`src/rtl/req_queue.sv`:
```
// req_queue: per-requester valid/ready FIFO placed upstream of an arbiter input.
// First-word-fall-through. Every output decodes from registered state only, so
// the producer and the arbiter grant logic have no combinational path between them.
module req_queue #(
  parameter int DWIDTH   = 20,
  parameter int DEPTH    = 4,
  parameter int AFULL_TH = 3
) (
  input  logic                       clk,
  input  logic                       rst,
  input  logic                       in_valid,
  input  logic [DWIDTH-1:0]          in_data,
  output logic                       in_ready,
  output logic                       out_valid,
  output logic [DWIDTH-1:0]          out_data,
  input  logic                       out_ready,
  output logic [$clog2(DEPTH):0]     count,
  output logic                       almost_full
);

  localparam int AW = $clog2(DEPTH);
  localparam int CW = AW + 1;
  localparam logic [CW-1:0] FULL_CNT  = CW'(DEPTH);
  localparam logic [CW-1:0] AFULL_CNT = CW'(AFULL_TH);

  logic [DWIDTH-1:0] mem_q [DEPTH];
  logic [AW-1:0]     wp_q, wp_d;
  logic [AW-1:0]     rp_q, rp_d;
  logic [CW-1:0]     count_q, count_d;
  logic              push, pop;

  // Output decodes: registers only. in_ready stays low when full even if a pop
  // happens this cycle, so in_ready never depends on out_ready.
  always_comb begin
    in_ready    = (count_q != FULL_CNT);
    out_valid   = (count_q != '0);
    out_data    = mem_q[rp_q];
    count       = count_q;
    almost_full = (count_q >= AFULL_CNT);
  end

  // Next-state for pointers and occupancy; pointers wrap by natural overflow.
  always_comb begin
    // NOTE: every combinational output gets a default first so no latch is inferred.
    push    = in_valid && in_ready;
    pop     = out_valid && out_ready;
    wp_d    = wp_q;
    rp_d    = rp_q;
    count_d = count_q;
    if (push) wp_d = wp_q + AW'(1);
    if (pop)  rp_d = rp_q + AW'(1);
    if (push && !pop)      count_d = count_q + CW'(1);
    else if (pop && !push) count_d = count_q - CW'(1);
  end

  // Pointer and occupancy registers.
  always_ff @(posedge clk or posedge rst) begin
    // NOTE: sequential state uses non-blocking assignments only.
    if (rst) begin
      wp_q    <= '0;
      rp_q    <= '0;
      count_q <= '0;
    end else begin
      wp_q    <= wp_d;
      rp_q    <= rp_d;
      count_q <= count_d;
    end
  end

  // Storage array; written at the write pointer on each accepted word.
  always_ff @(posedge clk or posedge rst) begin
    // NOTE: the array is reset so out_data reads 0 after reset instead of stale words.
    if (rst) begin
      for (int i = 0; i < DEPTH; i++) mem_q[i] <= '0;
    end else if (push) begin
      mem_q[wp_q] <= in_data;
    end
  end

endmodule

```
`config.mk`:
```
export PLATFORM = sky130hd
export DESIGN_NAME = req_queue
export DESIGN_NICKNAME = d
export VERILOG_FILES = /design/src/rtl/req_queue.sv
export SDC_FILE = /design/constraint.sdc
export NUM_CORES = 1
export LEC_CHECK = 0
export ABC_CLOCK_PERIOD_IN_PS = 3270
export CORE_ASPECT_RATIO = 0.5
export CORE_MARGIN = 5
export CORE_UTILIZATION = 36
export CTS_CLUSTER_DIAMETER = 50
export DETAILED_ROUTE_END_ITERATION = 10
export PLACE_DENSITY = 0.68
export SLEW_MARGIN = 20
export SYNTH_ARGS = -nofsm -noshare
export SYNTH_HDL_FRONTEND = slang
export SYNTH_SLANG_ARGS = --single-unit
```
`constraint.sdc`:
```
create_clock -name clk -period 3.27 [get_ports clk]
set_clock_uncertainty 0.1 [all_clocks]
set_input_delay 0.4905 -clock clk [delete_from_list [all_inputs] [get_ports clk]]
set_output_delay 0.4905 -clock clk [all_outputs]
set_load 0.01 [all_outputs]
```
==> summary by stage <==
Timing
The post-route clock period utilization is 85.1%. The number of endpoints with negative hold slack in the final report is 0. The final-report max-slew violation count is 0.

The measured slew at the worst slew-check pin is 0.884 ns. The normalized max-slew margin is 41.0%. Based on the critical path, the design can be clocked at up to ~360 MHz. Setup violations remaining at the end of the flow were counted as 0. Setup repair after global routing left no endpoint under its margin. The setup total negative slack is 0 ns. The post-layout minimum cycle time is roughly 2.8 ns.

Routing
The number of nets with antenna violations after routing is 0. The via count of the routed design is 2147. In the routed design, unresolved DRC markers number 0. After detailed routing, the number of vias per cell comes to ~5.

Wires add up to between 7 and 8 mm. The initial DRC count is 60. The first detailed-routing pass ran for 4 iterations. The average wire per cell in the routed design is 18.2 µm.

Clocking
The number of gates resized after CTS was 0. The H-tree was split into 3 levels. The master cell of the clock root buffer is clkbuf_16.

TritonCTS built the clock tree. The clock passes through at most 2 buffers. The hold buffer count at CTS is 0. The latest clock arrival within the worst-skew pair is 0.33 ns. Post-CTS timing repair inserted 0 buffers for setup. The clock-pin slew of the registers on the worst-case setup and hold paths is 0.06 ns. Counting the buffers created by CTS gives 9. The clock drives 87 sinks.

Finish
The repair_antennas step left the layout with diodes totalling 0. The final net count is 321. The area used by sequential logic in the layout is 2180 µm². After filler insertion, the fill cell instance count of the layout stands at 891. For this run, the number of standard cells in the final layout without fillers is 435. Summing all non-filler instances in the final layout gives an area of 4890 µm². In the final layout, the share of cells above drive strength 1 is 46.1%. The multi-input combinational cells in the finished layout cover a total of 1610 µm². The area growth from synthesis to layout is 25.2%.

Placed design
Including well taps, the total number of placed cells is 420. The placed instances occupy a cell area of 4570 µm². Buffers placed on the I/O ports in this run total between 40 and 50.

The final RePlAce weighted congestion is between 0.6 and 0.7. The half-perimeter wire length after placement is 5.59 mm.

Synthesis
The flip-flop and latch count after synthesis is 87. The sequential cell area fraction in the yosys report is 55.8%. By area the synthesized netlist is led by dfrtp_1 (56%), mux2_2 (24%), mux4_2 (12%), buf_6 (2.3%), ha_1 (1.6%).

After synthesis, the largest area contributor takes up 55.8% of total cell area. For this run, the number of Yosys warnings is 0. The cell accounting for the most synthesized area is dfrtp_1. The number of instances in the synthesized netlist is 233.

When the netlist entered floorplanning its net count stood at 263. Summing every instance area after synthesis gives 3900 µm². The synthesized area per cell is 16.8 µm². After synthesis, the netlist uses 18 different library cells.

Setup path
STA classifies the critical path endpoint as an output pin. Traced cell by cell, the critical path runs through buf_4 -> mux4_2 -> clkdlybuf4s50_1. The data arrival time at the worst-slack endpoint is 2.19 ns. The worst setup path startpoint is rp_q[1]$_DFFE_PP0P_. The count of buffer and inverter cells on the critical path is 2. At the worst endpoint, the required time is 2.68 ns. The type of the worst setup path is flop to output pin. The startpoint kind of the worst setup timing path is a flop. The worst stage delay on the critical path is 0.67 ns. The worst-path maximum fanout is 12. The worst-path cell with the longest stage delay is dfrtp_1. The cell type group with the largest total delay on the critical path is buffers and inverters. The startpoint identified for the worst register-to-register timing path is count[0]$_DFFE_PP0P_.

Min path
The worst hold path class is flop to flop. The worst hold path begins at mem_q[37]$_DFFE_PP0P_.

Global route
The first global-routing pass estimated 13.5 mm of wire. The overflow left after global routing is 0. The pin count of the biggest net entering global routing is 50. The number of antenna violations at the first check in global routing is 0. Across every metal layer, demand over resource in global routing totals 13.3%. The via count of the first global-routing pass is 2512.

Die
The die outline width is approximately 160 µm. The die covers roughly 13000 µm². For this design the top-level I/O count stands at 50. The starting density of the core is 37.5%. The floorplan step defined a core boundary enclosing 10400 µm². In this run the core area contains 26 standard-cell rows. In this run the vertical extent of the chip is approximately 84 µm.

Outcome
The flow ran to the end, and the final reports show no timing, DRC or antenna violations.

Power
The maximum VDD drop is between 0.3 and 0.4 mV. The power density over cell area is 1120 nW/µm². The reported leakage power is 2.00 nW.

Run
The number of violations of the max-capacitance limit is 0.
[through the flow]
step	power, W	util, %	setup slack [ns]	hold WS (ns)
after global routing	0.00583	46.9	0.364	0.414
final	0.00549	46.9	0.488	0.403
after detailed placement	0.00450	43.9	0.798	0.392
after global placement	0.00436	43.9	0.829	0.384
after floorplan	0.00349	-	0.429	0.375
after CTS	0.00559	46.9	0.442	0.406
[state kept, by name, indices dropped and copies added, names as in the netlist]
register	cells
count	3
mem_q	80
rp_q	2
wp_q	2
[cells by family (layout without fill, tap and decap cells)]
kind of cell	after synthesis	in the layout	share of synthesized area (%)
AOI/OAI and AO/OA	1	1	0.224
muxes	102	102	35.2
and+or+nand+nor	14	14	1.99
adders and majority gates	6	6	2.12
buffers and inverters	17	79	3.37
DFF	87	87	55.8
xor gates and xnor gates	6	6	1.35
[placed cells by master (no fill, tap or decap), drive strengths merged, types with 2 or more instances in the layout]
master / netlist / layout
dfrtp: 87 / 87
mux2: 82 / 82
clkdlybuf4s50: 0 / 49
mux4: 20 / 20
clkbuf: 0 / 13
buf: 12 / 10
nand2: 5 / 5
ha: 5 / 5
nor2: 5 / 5
xnor2: 4 / 4
inv: 5 / 4
xor2: 2 / 2
[cells in the mapped netlist]
library cell / instances
mux2_2: 82
nand2_1: 5
xor2_1: 2
ha_1: 5
a21o_2: 1
buf_4: 1
fa_1: 1
nor3b_4: 1
nor2_1: 5
xnor2_1: 4
buf_6: 8
or3_2: 1
nand3_1: 1
and2b_2: 1
inv_1: 5
dfrtp_1: 87
mux4_2: 20
buf_2: 3
[worst register-to-register path: cells and delay by family (launching register included)]
family | cells | cell delay [ns]
adder cells (fa/ha/maj) | 2 | 0.56
XOR/XNOR | 2 | 0.32
buffers and inverters | 1 | 0.06
AND/OR/NAND/NOR | 3 | 0.79
flip-flops | 1 | 0.48
[metal layers]
metal / share of wire, % / vias to the layer above / global-route usage, %
li1: - / 962 / -
met1: 43 / 1141 / 15.9
met3: 4.1 / 13 / 4.56
met5: 0 / - / 0
met4: 1.7 / 0 / 4.29
met2: 51 / 31 / 22.5
[final timing paths]
path	to	slack, ns	depth (start not counted)
max	out_data[4]	0.49	3
min	mem_q[37]$_DFFE_PP0P_	0.40	1
max reg2reg	count[2]$_DFFE_PP0P_	0.89	8
min reg2reg	mem_q[37]$_DFFE_PP0P_	0.40	1
max in group asynchronous	mem_q[48]$_DFFE_PP0P_	1.85	3
min in group asynchronous	mem_q[14]$_DFFE_PP0P_	0.54	2
[layout make-up]
class	count	area share, %
Timing Repair Buffer	59	12.1
Sequential cell	87	44.6
Clock inverter	2	0.768
Multi-Input combinational cell	129	32.9
Inverter	5	0.410
Tap cell	140	3.59
Clock buffer	13	5.74
[report_power, final]
group / switching [W] / internal, W
Combinational: 0.000895 / 0.00155
Sequential: 0.000336 / 0.00164
Clock: 0.000395 / 0.000671
No activity file was read; power rests on OpenSTA's default activity.
